`src/rtl/isr_queue.sv`:
```
// isr_queue: DEPTH-entry instruction prefetch queue feeding the
// instruction register, with bypass, flush and overflow tracking.
module isr_queue #(
   parameter int                 WIDTH      = 16,
   parameter int                 DEPTH      = 4,
   parameter logic [WIDTH-1:0]   INIT_VALUE = '0
) (
   input  logic                         CLK,
   input  logic                         CLR,
   input  logic                         MIS,
   input  logic [WIDTH-1:0]             M_BUS,
   input  logic                         LD,
   input  logic                         FLUSH,
   output logic [WIDTH-1:0]             ISR,
   output logic                         ISR_VALID,
   output logic                         EMPTY,
   output logic                         FULL,
   output logic [$clog2(DEPTH+1)-1:0]   COUNT,
   output logic                         OVF
);

   localparam int PW = $clog2(DEPTH);
   localparam int CW = $clog2(DEPTH+1);
   localparam logic [CW-1:0] CNT_FULL = CW'(DEPTH);
   localparam logic [CW-1:0] CNT_ONE  = CW'(1);
   localparam logic [PW-1:0] PTR_ONE  = PW'(1);

   logic [WIDTH-1:0] mem_q [DEPTH];

   logic [PW-1:0]    rd_ptr_q, rd_ptr_d;
   logic [PW-1:0]    wr_ptr_q, wr_ptr_d;
   logic [CW-1:0]    cnt_q, cnt_d;
   logic [WIDTH-1:0] isr_q, isr_d;
   logic             valid_q, valid_d;
   logic             ovf_q, ovf_d;

   logic             empty;
   logic             full;
   logic             pop;
   logic             push;
   logic             bypass;
   logic             wr_en;

   // Status comes only from the registered occupancy.
   assign empty = (cnt_q == '0);
   assign full  = (cnt_q == CNT_FULL);

   // Request qualification; a pop frees a slot so a full queue
   // still accepts the word fetched in the same cycle.
   assign pop    = LD & ~empty;
   assign bypass = LD & empty & MIS;
   assign push   = MIS & (~full | pop) & ~bypass;

   // Next-state for pointers, occupancy, ISR and flags.
   always_comb begin
      rd_ptr_d = rd_ptr_q;
      wr_ptr_d = wr_ptr_q;
      cnt_d    = cnt_q;
      isr_d    = isr_q;
      valid_d  = valid_q;
      ovf_d    = ovf_q;
      wr_en    = 1'b0;

      if (FLUSH) begin
         // Branch taken: drop queue and fetched word, keep ISR bits.
         rd_ptr_d = '0;
         wr_ptr_d = '0;
         cnt_d    = '0;
         valid_d  = 1'b0;
      end else begin
         if (pop) begin
            isr_d    = mem_q[rd_ptr_q];
            valid_d  = 1'b1;
            rd_ptr_d = rd_ptr_q + PTR_ONE;
         end else if (bypass) begin
            isr_d   = M_BUS;
            valid_d = 1'b1;
         end else if (LD) begin
            valid_d = 1'b0;
         end

         if (push) begin
            wr_en    = 1'b1;
            wr_ptr_d = wr_ptr_q + PTR_ONE;
         end

         if (MIS & ~LD & full) begin
            ovf_d = 1'b1;
         end

         if (push & ~pop) begin
            cnt_d = cnt_q + CNT_ONE;
         end else if (pop & ~push) begin
            cnt_d = cnt_q - CNT_ONE;
         end
      end
   end

   // Control and ISR registers, cleared asynchronously.
   always_ff @(posedge CLK or posedge CLR) begin
      if (CLR) begin
         rd_ptr_q <= '0;
         wr_ptr_q <= '0;
         cnt_q    <= '0;
         isr_q    <= INIT_VALUE;
         valid_q  <= 1'b0;
         ovf_q    <= 1'b0;
      end else begin
         rd_ptr_q <= rd_ptr_d;
         wr_ptr_q <= wr_ptr_d;
         cnt_q    <= cnt_d;
         isr_q    <= isr_d;
         valid_q  <= valid_d;
         ovf_q    <= ovf_d;
      end
   end

   // Queue storage; contents are meaningless until written.
   always_ff @(posedge CLK) begin
      if (wr_en & ~CLR) begin
         mem_q[wr_ptr_q] <= M_BUS;
      end
   end

   assign ISR       = isr_q;
   assign ISR_VALID = valid_q;
   assign EMPTY     = empty;
   assign FULL      = full;
   assign COUNT     = cnt_q;
   assign OVF       = ovf_q;

endmodule

```
`config.mk`:
```
export PLATFORM = sky130hd
export DESIGN_NAME = isr_queue
export DESIGN_NICKNAME = d
export VERILOG_FILES = /design/src/rtl/isr_queue.sv
export SDC_FILE = /design/constraint.sdc
export NUM_CORES = 1
export LEC_CHECK = 0
export BUFFER_PORTS_ARGS = -buffer_cell sky130_fd_sc_hd__buf_4
export CAP_MARGIN = 40
export CELL_PAD_IN_SITES_DETAIL_PLACEMENT = 1
export CELL_PAD_IN_SITES_GLOBAL_PLACEMENT = 1
export CORE_UTILIZATION = 35
export CTS_CLUSTER_SIZE = 30
export DETAILED_ROUTE_END_ITERATION = 16
export GPL_TIMING_DRIVEN = 0
export PLACE_DENSITY = 0.6
export SLEW_MARGIN = 20
export SYNTH_ARGS = -nofsm -noshare
export SYNTH_HDL_FRONTEND = slang
export SYNTH_SLANG_ARGS = --single-unit
```
`constraint.sdc`:
```
create_clock -name CLK -period 2.6 [get_ports CLK]
set_input_delay 0.52 -clock CLK [delete_from_list [all_inputs] [get_ports CLK]]
set_output_delay 0.52 -clock CLK [all_outputs]
set_load 0.01 [all_outputs]
```
Yosys cells after proc, flatten, opt, wreduce, memory -nomap -nowiden
Memories as Yosys holds them, arrays and structs flattened.
Cells that the tools add are included.
{ "word_totals": {"output_inout_bits": 23, "latchBits": 0, "regBits": 25, "mem_count": 1, "input_bits": 21, "romBits": 0, "ram_bits": 64} }
{ "mem_list": {"columns": ["memory", "depth", "word_bits", "rd", "rd_clocked_by_memory_dff", "wr", "line_no", "text"], "rows": [
  ["mem_q", 4, 16, 1, 0, 1, "28", "logic [WIDTH-1:0] mem_q [DEPTH];"]
]} }
{ "op_classes": {"n_reduce_logical": 8, "n_mux": 17, "n_addsub": 4, "shifts": 0, "eq_ne": 1, "bitwise": 19, "magnitude_cmp": 0, "n_div": 0, "mul": 0} }
{ "op_table": {"columns": ["operator", "n"], "rows": [
  ["$mux 16", 2],
  ["$and 1x1->1", 10],
  ["$mux 3", 3],
  ["$mux 1", 8],
  ["$mux 2", 4],
  ["$not 1->1", 8],
  ["$reduce_bool 2->1", 3],
  ["$add 2x1->2 const B", 2],
  ["$reduce_and 2->1", 2],
  ["$reduce_bool 4->1", 1],
  ["$add 3x1->3 const B", 1],
  ["$eq 3x3->1 const B", 1],
  ["$logic_not 3->1", 1],
  ["$reduce_bool 3->1", 1],
  ["$sub 3x1->3 const B", 1],
  ["$or 1x1->1", 1]
]} }

Logic depth before layout (Yosys ltp)
{ "logic_depth": {"word_depth": 11, "depth_mapped": 7} }

Worst setup path after synthesis
OpenSTA, ideal clock, no wires.
{ "synth_timing": {"kind": "in2reg", "startpoint": "input CLR", "endpoint": "memory mem_q[0][0] (enable)", "n_path_buf": 0, "setup_slack_ns": 0.488, "path_stages": 2, "arrival_ns": 1.739, "setup_ns": 0.373, "cell_sequence": "inv_1 > and4_1"} }
{ "synth_between": {"elab_chain_len": 4} }
{ "synth_rtl": {"columns": ["item", "line_no", "text"], "rows": [
  ["start, declared", "9", "input logic CLR,"],
  ["$not 1->1", "120", "if (wr_en & ~CLR) begin"],
  ["$and 1x1->1", "120", null],
  ["$mux 1", "120", null],
  ["$mux 1 (implied by the code)", "121", "mem_q[wr_ptr_q] <= M_BUS;"],
  ["end, declared", "28", null]
]} }
Every way passes these cells.

Worst setup path after layout
{ "layout_timing": {"startpoint": "register cnt_q[2] (netlist: COUNT[2])", "endpoint": "register isr_q[6] (netlist: ISR[6])"} }
{ "layout_between": {"elab_chain_len": 5} }
{ "layout_rtl": {"columns": ["item", "line_no", "text"], "rows": [
  ["start, declared", "32", "logic [CW-1:0] cnt_q, cnt_d;"],
  ["start signal, assigned", "111", "cnt_q <= cnt_d;"],
  ["$logic_not 3->1 *", "45", "assign empty = (cnt_q == '0);"],
  ["$and 1x1->1 / $not 1->1 (equally long branches)", "51, 50", null],
  ["$and 1x1->1, on equally long branches", "51, 50", null],
  ["$reduce_bool 2->1 (no line)", null, null],
  ["$reduce_and 2->1 (no line)", null, null],
  ["end signal, assigned", "112", "isr_q <= isr_d;"],
  ["end, declared", "33", "logic [WIDTH-1:0] isr_q, isr_d;"]
]} }
Mark *: on every way between the ends. The rest lies on a longest branch, timed or not.
A chain may end at the register's enable or synchronous reset.

==> impl_metrics.ini <==
[layout]
diodes = 0
drive_gt1_share_pct = 30.59
nets = 325
syn_to_final_growth_pct = 20.96
post-route-util_pct = 43.64

[critical_path]
timing.rr.start = COUNT[2]$_DFFE_PP0P_
crit_path_end_kind = flip-flop
crit_arrival_ns = 2.39
worstSetupPathType = reg2reg
cp_max_fo = 10
crit_start = COUNT[2]$_DFFE_PP0P_
crit_required_ns = 2.86
worstSetupStartpointType = flip-flop

[pwr]
leakage_uw = 0.001654
power.internal_uw = 2651
power.density_mw_per_mm2 = 801.4
pwr-share-clk_pct = 31.4
p_switching_uw = 959.9
sw_frac_of_total_pct = 26.58
sequentialPowerShare_pct = 48.0
total_power_uw = 3611
max-vdd-ir-drop_mv = 0.3346
combPwrFrac_pct = 20.6

[floorplan]
die_height_um = 105.2
core-area_mm2 = 0.01032
initial_core_util_pct = 36.08
die_w_um = 105.2
ioPinCount = 44
row_count = 37
die_area_mm2 = 0.01106

[place]
place_congestion = 0.7568
hpwl_um = 5632
port_buffers = 41

[logic_synthesis]
yosysWarnings = 0
synth.area.top_cells = edfxtp_1 (52%), dfrtp_1 (17%), mux4_2 (9.7%)
synth_top_area_share_pct = 51.60
postSynthAreaPerCell_um2 = 15.33
syn_area_mm2 = 0.003725
synthCells = 243
synth_top_area_cell = edfxtp_1
ys_seq_elements = 89
ys_seq_area_share_pct = 68.39
synthesis.nets = 269
synth.distinct_cells = 38

[routing]
vias_per_cell = 5.091
post_drt_wl_per_cell_um = 18.83
vias = 2240
drc_errors = 0
first_pass_iters = 4
drt_iter0_drc = 129
ant_nets = 0
wl_um = 8287

[global_route]
grt.overflow.total = 0
grt_antenna_before_repair = 0
grt_pass1_wl_um = 13540
track_usage_pct = 16.45
grt_pass1_vias = 2482
grt_max_degree = 30

[clocking]
cts_root_buf = clkbuf_8
cts_setup_buffers = 0
clk_latency_ns = 0.35
cts_resized = 0
cts.sink_count = 89
clockBufferDepth = 2
cts_tree = yes
htree_num_levels = 3
cts.clk_slew.worst_paths_ns = 0.09
cts_buffers = 9
cts_hold_buffers = 0

[run]
drv_cap = 0

[sta]
period_needed_ns = 2.131
timing.fmax_mhz = 469.2
rsz0062_at_grt = no
relSlewSlack_pct = 48.68
hold_viol = 0
setup_viol = 0
skew_ns = 0.01014
fin_setup_tns_ns = 0
period_share_pct = 81.96
slew_violations = 0
tightest_slew_ns = 0.7651

[run_status]
outcome = finished, final reports clean

[hold_path]
hp-class = in2async
[metrics by stage]
step | hold slack (ns) | setup slack, ns | cells | cell area (µm²)
4_1_cts | 0.2744 | 0.4268 | 440 | 4506
3_5_place_dp | 0.4485 | 0.2869 | 424 | 4263
5_1_grt | 0.2849 | 0.3036 | 440 | 4506
2_1_floorplan | 0.4932 | 0.4875 | 243 | 3725
3_3_place_gp | 0.4421 | -0.3458 | 420 | 4203
6_report | 0.2568 | 0.4689 | 440 | 4506
[critical path, stage by stage, from the launching register on]
cell	delay (ns)
dfrtp_1	0.41
buf_2	0.20
o31ai_2	0.64
clkbuf_1	0.48
nand2_1	0.10
a31oi_1	0.21
[area by class of cell]
type | count | area (µm²)
Clock buffer | 10 | 127.6
Fill cell | 1042 | 5818
Timing Repair Buffer | 45 | 367.9
Tap cell | 136 | 170.2
Inverter | 7 | 26.28
Buffer | 17 | 107.6
Sequential cell | 89 | 2547
Clock inverter | 6 | 115.1
Multi-Input combinational cell | 130 | 1044
[registers in the layout, indices dropped and copies added, names as in the netlist]
register,flops
ISR_VALID,1
OVF,1
ISR,16
rd_ptr_q,2
mem_q,64
wr_ptr_q,2
COUNT,3
[per-layer routing]
layer / track usage, % / part of all wire [%] / vias to the layer above
met5: 0 / 0 / -
met3: 2.745 / 2.2 / 10
met1: 20.36 / 44 / 1167
li1: - / - / 1027
met2: 29.04 / 52 / 36
met4: 5.734 / 1.3 / 0
[cell families after synthesis]
logic type                 Yosys count  synth area share (%)
DFF                                 89                 68.39
buffers and inverters               24                 3.594
and+or+nand+nor                     55                 6.953
muxes                               17                 9.977
AOI/OAI and AO/OA                   49                 8.263
adders and majority gates            5                 1.881
xor gates and xnor gates             4                0.9407
[synthesized netlist by cell type]
library cell   n
o31ai_2        1
xor2_1         2
a21oi_1       18
or3_1          1
nand2b_1       2
o21a_1         1
mux2_2         1
inv_1          7
nor2b_1        1
dfrtp_1       25
edfxtp_1      64
and3_1         2
and4_1         4
xnor2_1        2
a41oi_1        1
and2_4         1
ha_1           4
o31ai_1        1
buf_2          4
nand2_1       33
nor2_1         8
or2_2          2
o2111ai_1      1
mux4_2        16
o21ai_0        2
clkbuf_2       1
a221oi_1       1
a21o_1         2
o211ai_1       2
buf_8          1
buf_6          3
or4_4          1
fa_1           1
a31oi_1       17
o31a_1         1
a211o_1        1
buf_4          1
clkbuf_1       7
[final timing paths]
| check | to | slack, ns | cells after the start |
|---|---|---|---|
| min reg2reg | OVF$_DFFE_PP0P_ | 0.46 | 1 |
| max reg2reg | ISR[6]$_DFFE_PP0P_ | 0.47 | 5 |
| max in group asynchronous | ISR[2]$_DFFE_PP0P_ | 1.91 | 2 |
| min | ISR[10]$_DFFE_PP0P_ | 0.26 | 2 |
| min in group CLK | mem_q[1][10]$_DFFE_PP_ | 0.37 | 1 |
| max | ISR[6]$_DFFE_PP0P_ | 0.47 | 5 |
[layout by cell type (no fill, tap or decap), drive strengths merged]
master	n
and2	1
o31a	1
buf	54
a41oi	1
clkinvlp	1
xor2	2
clkbuf	18
or4	1
and4	4
fa	1
nand2	33
bufinv	3
xnor2	2
mux2	1
dfrtp	25
a211o	1
nor2b	1
or3	1
clkinv	1
mux4	16
o21ai	2
o31ai	2
o21a	1
a221oi	1
o211ai	2
or2	2
a31oi	17
a21oi	18
a21o	2
inv	8
nand2b	2
edfxtp	64
and3	2
nor2	8
ha	4
o2111ai	1
[power groups by stage]
stage | Clock [µW] | Combinational, µW | Sequential, µW
global placement | 0 | 733 | 1760
detailed placement | 0 | 755 | 1760
floorplan | 0 | 393 | 1790
global route | 1220 | 827 | 1750
finish | 1130 | 744 | 1730
CTS | 1160 | 758 | 1730
(Power assumes the default switching activity.)
